File: src/rtl/move_stack_ctrl.sv
// rtl/move_stack_ctrl.sv - round-robin arbiter sequencing N agents' push/pop ops onto one shared move stack
// Optional feature macro: MOVE_REVERSE_EN (popped move returned with its MSB flipped).
module move_stack_ctrl #(
  parameter int N     = 4,
  parameter int W     = 3,
  parameter int DEPTH = 32,
  localparam int IW   = $clog2(N),
  localparam int CW   = $clog2(DEPTH + 1)
) (
  input  logic           clk,
  input  logic           rst_n,
  input  logic [N-1:0]   req,
  input  logic [N-1:0]   req_op,
  input  logic [N*W-1:0] req_move,
  input  logic           flush,
  output logic [N-1:0]   gnt,
  output logic           rsp_valid,
  output logic [IW-1:0]  rsp_id,
  output logic [W-1:0]   rsp_move,
  output logic           rsp_err,
  output logic           stk_push,
  output logic           stk_pop,
  output logic           stk_clear,
  output logic [W-1:0]   stk_wdata,
  input  logic [W-1:0]   stk_rdata,
  output logic [CW-1:0]  depth,
  output logic           full,
  output logic           empty
);

  typedef enum logic [1:0] {
    S_IDLE  = 2'd0,
    S_ISSUE = 2'd1,
    S_RESP  = 2'd2
  } state_t;

  localparam logic OP_PUSH = 1'b0;

  state_t        state_q, state_d;
  logic [IW-1:0] rr_q, rr_d;
  logic [IW-1:0] id_q, id_d;
  logic          op_q, op_d;
  logic [W-1:0]  move_q, move_d;
  logic [CW-1:0] depth_q, depth_d;
  logic          err_q, err_d;
  logic [W-1:0]  rmove_q, rmove_d;

  logic [IW-1:0] pick;
  logic          any_req;
  logic [IW-1:0] id_next;
  logic [W-1:0]  pop_val;

`ifdef MOVE_REVERSE_EN
  localparam logic [W-1:0] REV_MASK = W'(1) << (W - 1);
  assign pop_val = stk_rdata ^ REV_MASK;
`else
  assign pop_val = stk_rdata;
`endif

  assign depth = depth_q;
  assign full  = (depth_q == CW'(DEPTH));
  assign empty = (depth_q == '0);

  assign id_next = (id_q == IW'(N - 1)) ? '0 : id_q + IW'(1);

  // Scan downward so the candidate closest to rr_q overwrites the others.
  always_comb begin
    logic [IW-1:0] cand;
    pick    = '0;
    any_req = 1'b0;
    cand    = '0;
    for (int k = N - 1; k >= 0; k--) begin
      cand = IW'((int'(rr_q) + k) % N);
      if (req[cand]) begin
        pick    = cand;
        any_req = 1'b1;
      end
    end
  end

  always_comb begin
    state_d   = state_q;
    rr_d      = rr_q;
    id_d      = id_q;
    op_d      = op_q;
    move_d    = move_q;
    depth_d   = depth_q;
    err_d     = err_q;
    rmove_d   = rmove_q;
    gnt       = '0;
    rsp_valid = 1'b0;
    rsp_id    = '0;
    rsp_move  = '0;
    rsp_err   = 1'b0;
    stk_push  = 1'b0;
    stk_pop   = 1'b0;
    stk_clear = flush;

    case (state_q)
      S_IDLE: begin
        if (any_req) begin
          id_d    = pick;
          op_d    = req_op[pick];
          move_d  = req_move[pick*W +: W];
          state_d = S_ISSUE;
        end
      end
      S_ISSUE: begin
        gnt     = N'(1) << id_q;
        rr_d    = id_next;
        err_d   = 1'b0;
        rmove_d = '0;
        state_d = S_RESP;
        if (op_q == OP_PUSH) begin
          if (!full) begin
            stk_push = 1'b1;
            depth_d  = depth_q + CW'(1);
          end else begin
            err_d = 1'b1;
          end
        end else begin
          if (!empty) begin
            stk_pop = 1'b1;
            rmove_d = pop_val;
            depth_d = depth_q - CW'(1);
          end else begin
            err_d = 1'b1;
          end
        end
      end
      S_RESP: begin
        rsp_valid = 1'b1;
        rsp_id    = id_q;
        rsp_move  = rmove_q;
        rsp_err   = err_q;
        state_d   = S_IDLE;
      end
      default: state_d = S_IDLE;
    endcase

    // Flush wins over everything; a granted op is dropped without touching the stack.
    if (flush) begin
      state_d   = S_IDLE;
      depth_d   = '0;
      stk_push  = 1'b0;
      stk_pop   = 1'b0;
      rsp_valid = 1'b0;
      rsp_id    = '0;
      rsp_move  = '0;
      rsp_err   = 1'b0;
    end
  end

  assign stk_wdata = stk_push ? move_q : '0;

  always_ff @(posedge clk or negedge rst_n) begin
    if (!rst_n) begin
      state_q <= S_IDLE;
      rr_q    <= '0;
      id_q    <= '0;
      op_q    <= 1'b0;
      move_q  <= '0;
      depth_q <= '0;
      err_q   <= 1'b0;
      rmove_q <= '0;
    end else begin
      state_q <= state_d;
      rr_q    <= rr_d;
      id_q    <= id_d;
      op_q    <= op_d;
      move_q  <= move_d;
      depth_q <= depth_d;
      err_q   <= err_d;
      rmove_q <= rmove_d;
    end
  end

endmodule

File: config.mk
export PLATFORM = sky130hd
export DESIGN_NAME = move_stack_ctrl
export DESIGN_NICKNAME = d
export VERILOG_FILES = /design/src/rtl/move_stack_ctrl.sv
export SDC_FILE = /design/constraint.sdc
export NUM_CORES = 1
export LEC_CHECK = 0
export CELL_PAD_IN_SITES_DETAIL_PLACEMENT = 0
export CELL_PAD_IN_SITES_GLOBAL_PLACEMENT = 1
export CORE_MARGIN = 2
export CORE_UTILIZATION = 36
export CTS_BUF_LIST = sky130_fd_sc_hd__clkbuf_4 sky130_fd_sc_hd__clkbuf_8 sky130_fd_sc_hd__clkbuf_16
export CTS_CLUSTER_DIAMETER = 120
export DETAILED_ROUTE_END_ITERATION = 12
export PLACE_DENSITY = 0.95
export SLEW_MARGIN = 40
export SYNTH_ARGS = -nofsm -noshare
export SYNTH_HDL_FRONTEND = slang
export SYNTH_SLANG_ARGS = --single-unit
File: constraint.sdc
create_clock -name clk -period 5.82 [get_ports clk]
set_input_delay 1.164 -clock clk [delete_from_list [all_inputs] [get_ports clk]]
set_output_delay 1.164 -clock clk [all_outputs]
set_load 0.02 [all_outputs]
==> impl_metrics.py, run 1 <==
metrics = {
    "detailed_routing": {
        "viasPerCell": 5.24,
        "drt_iter0_markers": 44,
        "antenna_left": 0,
        "drt_first_pass_iters": 4,
        "vias": 1269,
        "wirelength_um": 3340,
        "post_drt_wl_per_cell_um": 13.8,
        "drc": 0,
    },
    "clocking": {
        "insertion_delay_ps": 250,
        "cts_hold_buffers": 0,
        "tritoncts": "built",
        "cts_buffers": 3,
        "cts_root_buf": "clkbuf_8",
        "post_cts_buffers": 0,
        "clock_sinks": 20,
        "clkSlewWorstSetupHoldPaths_ps": 60,
        "cts_buffer_depth": 2,
        "h-tree-depth": 1,
        "cts_resized": 0,
    },
    "worst_setup_path": {
        "reg2reg_depth": 6,
        "crit_chain": "clkdlybuf4s50_1 -> nor3b_1 -> and2_1 -> clkdlybuf4s50_1",
        "critPathCaptureType": "primary output",
        "cpMostUsedCell": "clkdlybuf4s50_1",
        "r2r-end": "depth[5]",
        "cp_max_fo": 13,
        "startpoint": "flush",
        "slowest_stage": "clkdlybuf4s50_1",
        "worstSetupPathDepth": 4,
        "critPathKind": "input pin to primary output",
        "arrival_ps": 3300,
        "cp_data_required_time_ps": 4660,
        "rr_startpoint": "op_q",
        "crit_path_end": "rsp_err",
        "crit_path_start_kind": "input pin",
        "path_delay_family": "buffers and inverters",
        "cp.buffers_inverters": 2,
        "r2r_slack_ps": 3650,
        "critical-path-max-stage-delay_ps": 670,
    },
    "power_and_ir_drop": {
        "p_leak_nw": 0.884,
        "finalPower_mw": 0.756,
        "power_density_nw_per_um2": 378,
        "ir_worst_vdd_mv": 0.168,
    },
    "job": {
        "drv_cap": 0,
    },
    "global_route": {
        "grt_usage_pct": 16.2,
        "grt_pass1_vias": 1296,
        "grt-ovfl-total": 0,
        "grt_max_degree": 21,
        "grt_pass1_wl_um": 5660,
        "antenna_found_initial": 0,
    },
    "run_status": {
        "status": "completed",
    },
    "synth": {
        "yosys_warnings": 0,
        "synth_area_leader_cell": "dfrtp_1",
        "async_flop_share_pct": 100,
        "synthFlopType": "dfrtp_1",
        "synthCells": 146,
        "synth_edf_count": 0,
        "ys_ff_latch": 20,
        "syn_avg_cell_area_um2": 9.71,
        "yosys-top-cells-area": "dfrtp_1, ha_1, mux2i_1",
        "yosys.area.top_type_share_pct": 35.3,
        "syn_nets": 181,
        "synthDistinctLibCells": 39,
        "syn_area_um2": 1420,
        "seq_area_frac_synth_pct": 35.3,
    },
    "final_layout": {
        "n_antenna_cell": 0,
        "drive_gt1_share_pct": 6.70,
        "final_cell_mix": "clkdlybuf4s50_1, dfrtp_1, and2_1",
        "area_delta_synth_final_pct": 41.2,
        "finalNonFillerCells": 242,
        "fin_nets": 231,
        "final_common_cell": "clkdlybuf4s50_1",
    },
    "placement": {
        "dpl.hpwl_um": 2650,
        "place.gp.congestion": 0.836,
        "port_buffers": 50,
        "placed_cells_incl_taps": 239,
    },
    "floorplanning": {
        "die_area_um2": 4460,
        "ios": 51,
        "die_w_um": 66.8,
        "rows": 22,
        "die_height_um": 66.8,
        "initial_core_util_pct": 38.1,
        "core_um2": 3720,
    },
    "sta": {
        "slew_headroom_pct": 56.7,
        "whs_ps": 473,
        "hold_viol_final": 0,
        "rsz0062_at_grt": "false",
        "skew_ps": 2.31,
        "setup_viol": 0,
        "fin_tns_setup_ps": 0,
        "worst_pin_slew_ps": 648,
        "report.final.slew_viol_count": 0,
        "fin_crit_ps": 4460,
        "max_freq_ghz": 0.224,
        "finalCritPeriodShare_pct": 76.7,
    },
    "hold_path": {
        "hold_class": "flop to flop",
        "min_from": "err_q",
    },
}
[per-layer routing]
metal	global-route usage, %	wire [um]	vias to the layer above
met5	0	0	-
met4	3.57	21	0
met3	3.55	169	4
met2	27.1	1590	31
met1	21.3	1560	613
li1	-	-	621
[worst min-delay path by stage]
stage          endpoint  depth (start not counted)  slack (ps)
4_1_cts           err_q                          2         480
3_5_place_dp      err_q                          2         470
6_report          err_q                          2         470
2_1_floorplan     err_q                          2         440
3_3_place_gp      err_q                          2         470
5_1_grt           err_q                          2         500
[flip-flops by register name (all words and copies together), names as in the netlist]
| register | cells |
|---|---|
| depth | 6 |
| move_q | 3 |
| rmove_q | 3 |
| id_q | 2 |
| rr_q | 2 |
| state_q | 2 |
| err_q | 1 |
| op_q | 1 |
[through the flow]
stage / util [%] / setup slack [ps] / area, um^2
floorplan: - / 2420 / 1420
global placement: 52.6 / 1540 / 1950
detailed placement: 52.9 / 1370 / 1970
CTS: 54.0 / 1360 / 2010
global route: 53.9 / 1190 / 2000
finish: 53.9 / 1360 / 2000
[worst reg2reg max path, delay by kind of cell, from the launching register on]
| kind | cells | cell delay, ps |
|---|---|---|
| fa+ha+maj | 1 | 330 |
| compound gates | 3 | 560 |
| flops | 1 | 600 |
| mux | 2 | 560 |
[power breakdown]
part | switching (mW) | total [mW] | leakage, nW | internal [mW]
Clock | 0.0389 | 0.0848 | 0.0216 | 0.0459
Combinational | 0.207 | 0.414 | 0.603 | 0.207
Sequential | 0.0658 | 0.257 | 0.260 | 0.191
[final cells by class]
cell class                      instances  area, um^2
Fill cell                             336        1710
Sequential cell                        20         500
Inverter                                4        15.0
Clock buffer                            3        41.3
Tap cell                               48        60.1
Multi-Input combinational cell        117         890
Timing Repair Buffer                   50         495
[cell usage after synthesis, types with 3 or more instances]
library cell / number
dfrtp_1: 20
and2_1: 14
nand2_1: 11
mux2i_1: 9
nor2_1: 9
ha_1: 8
a21oi_1: 6
nor2b_1: 5
and4_1: 4
inv_1: 4
o21ai_0: 4
o21ai_1: 4
o221ai_1: 4
o31a_1: 4
a21o_1: 3
a22o_1: 3
clkbuf_1: 3
xor2_1: 3
[cell families (layout without fill, tap and decap cells)]
group	after synthesis	count (layout)	share of synthesized area, %
adder cells (fa/ha/maj)	9	9	8.47
multiplexers	12	12	8.74
flip-flops	20	20	35.3
AO/OA/AOI/OAI	33	33	16.9
AND/OR/NAND/NOR	58	58	24.8
XOR/XNOR	5	5	3.09
buffers and inverters	9	57	2.74
Note: power is estimated with default switching activity, not from simulation.
==> run 2: changes to the inputs <==
--- a/config.mk
+++ b/config.mk
@@ -8,11 +8,11 @@
 export CELL_PAD_IN_SITES_DETAIL_PLACEMENT = 0
 export CELL_PAD_IN_SITES_GLOBAL_PLACEMENT = 1
 export CORE_MARGIN = 2
-export CORE_UTILIZATION = 36
+export CORE_UTILIZATION = 30
 export CTS_BUF_LIST = sky130_fd_sc_hd__clkbuf_4 sky130_fd_sc_hd__clkbuf_8 sky130_fd_sc_hd__clkbuf_16
 export CTS_CLUSTER_DIAMETER = 120
 export DETAILED_ROUTE_END_ITERATION = 12
-export PLACE_DENSITY = 0.95
+export PLACE_DENSITY = 0.87
 export SLEW_MARGIN = 40
 export SYNTH_ARGS = -nofsm -noshare
 export SYNTH_HDL_FRONTEND = slang
==> constraint.sdc (replaced) <==
create_clock -name clk -period 3.7 [get_ports clk]
set_input_delay 0.74 -clock clk [delete_from_list [all_inputs] [get_ports clk]]
set_output_delay 0.74 -clock clk [all_outputs]
set_load 0.02 [all_outputs]
==> impl_metrics.py, run 2 (synthesis gave the netlist of run 1 again) <==
metrics = {
    "run_status": {
        "status": "completed",
    },
    "sta": {
        "hold_viol_final": 0,
        "report.final.slew_viol_count": 0,
        "slew_headroom_pct": 69.0,
        "max_freq_ghz": 0.316,
        "finalCritPeriodShare_pct": 85.6,
        "fin_crit_ps": 3170,
        "worst_pin_slew_ps": 465,
        "skew_ps": 1.43,
        "fin_tns_setup_ps": 0,
        "setup_viol": 0,
        "rsz0062_at_grt": "false",
    },
    "final_layout": {
        "n_fill_cell": 461,
        "final_common_cell": "clkdlybuf4s50_1",
        "largest_reg_flops": 6,
        "area_delta_synth_final_pct": 44.0,
        "drive_gt1_share_pct": 9.05,
        "fin_nets": 235,
        "finish.instance_area_um2": 2040,
        "n_antenna_cell": 0,
        "final_cell_mix": "clkdlybuf4s50_1, dfrtp_1, and2_1",
    },
    "floorplanning": {
        "die_height_um": 72.7,
        "initial_core_util_pct": 30.6,
        "ios": 51,
        "core_um2": 4630,
        "rows": 25,
        "die_w_um": 72.7,
        "die_area_um2": 5290,
    },
    "worst_setup_path": {
        "arrival_ps": 2430,
        "rr_startpoint": "op_q",
        "crit_path_start_kind": "input pin",
        "critPathKind": "input pin to primary output",
        "r2r-end": "depth[5]",
        "crit_path_end": "stk_wdata[1]",
        "r2r_slack_ps": 1540,
        "cp_max_fo": 4,
        "reg2reg_depth": 6,
        "cp_data_required_time_ps": 2960,
        "critPathCaptureType": "primary output",
        "startpoint": "flush",
    },
    "power_and_ir_drop": {
        "power_density_nw_per_um2": 596,
        "comb_power_share_pct": 53.5,
        "switching_share_pct": 40.4,
        "power.switching_mw": 0.491,
        "seq_power_share_pct": 33.0,
        "clockPowerShare_pct": 13.5,
        "ir_worst_vdd_mv": 0.365,
        "p_int_mw": 0.725,
        "p_leak_nw": 0.905,
    },
    "clocking": {
        "h-tree-depth": 1,
        "tritoncts": "built",
        "cts_buffers": 3,
        "post_cts_buffers": 0,
        "clkSlewWorstSetupHoldPaths_ps": 70,
        "cts_buffer_depth": 2,
        "clock_sinks": 20,
        "insertion_delay_ps": 250,
        "cts_resized": 0,
        "cts_root_buf": "clkbuf_8",
        "cts_hold_buffers": 0,
    },
    "placement": {
        "placed_area_um2": 1990,
        "port_buffers": 50,
        "place.gp.congestion": 0.734,
        "dpl.hpwl_um": 2660,
    },
    "detailed_routing": {
        "wirelength_um": 3350,
        "drt_first_pass_iters": 4,
        "viasPerCell": 4.86,
        "post_drt_wl_per_cell_um": 13.2,
        "drc": 0,
        "antenna_left": 0,
        "drt_iter0_markers": 36,
        "vias": 1229,
    },
    "hold_path": {
        "hold_class": "input pin to asynchronous set/reset pin",
    },
    "global_route": {
        "grt_pass1_vias": 1170,
        "grt_pass1_wl_um": 5390,
        "grt_usage_pct": 13.1,
        "grt_max_degree": 21,
        "antenna_found_initial": 0,
        "grt-ovfl-total": 0,
    },
    "job": {
        "drv_cap": 0,
    },
}
## run 2: changes by cell type in the layout (fill, tap and decap cells not counted), sizes merged
cell and delta:
buf +4, clkbuf +1
## run 2: final cells by class
| type | instances | area [um^2] | share of cell area [%] |
|---|---|---|---|
| Multi-Input combinational cell | 117 | 878 | 43.0 |
| Timing Repair Buffer | 54 | 526 | 25.7 |
| Sequential cell | 20 | 500 | 24.5 |
| Tap cell | 54 | 67.6 | 3.31 |
| Clock buffer | 4 | 55.1 | 2.70 |
| Inverter | 4 | 15.0 | 0.735 |
## run 2: how the worst min path moves through the flow
stage,to,start,cells past startpoint
3_5_place_dp,err_q,err_q,2
6_report,depth[4],rst_n,1
4_1_cts,depth[4],rst_n,1
3_3_place_gp,err_q,err_q,2
5_1_grt,depth[4],rst_n,1
2_1_floorplan,depth[0],rst_n,0
## run 2: power groups by stage
stage / clock, mW / sequential [mW] / combinational [mW]
floorplan: 0 / 0.400 / 0.424
global placement: 0 / 0.406 / 0.641
detailed placement: 0 / 0.408 / 0.653
CTS: 0.173 / 0.404 / 0.659
global route: 0.181 / 0.420 / 0.718
finish: 0.165 / 0.401 / 0.650
## run 2: through the flow
step / hold slack (ps) / std cells / setup slack [ps] / power [mW] / util [%]
floorplan: 442 / 146 / 1060 / 0.824 / -
global placement: 467 / 249 / 540 / 1.05 / 43.0
finish: 429 / 253 / 534 / 1.22 / 44.1
CTS: 438 / 253 / 503 / 1.23 / 44.1
global route: 454 / 253 / 382 / 1.32 / 44.1
detailed placement: 474 / 249 / 536 / 1.06 / 42.9
## run 2: per-layer routing
layer  track usage (%)  wire [um]  vias to the layer above
li1                  -          -                      629
met5                 0          0                        -
met2              21.6       1580                       27
met3              2.90        148                        4
met4              2.47         20                        0
met1              17.6       1600                      569
## run 2: critical path, stage by stage
cell and delay, ps:
clkdlybuf4s50_1 480, nor4_2 410, and2_1 190, clkdlybuf4s50_1 600
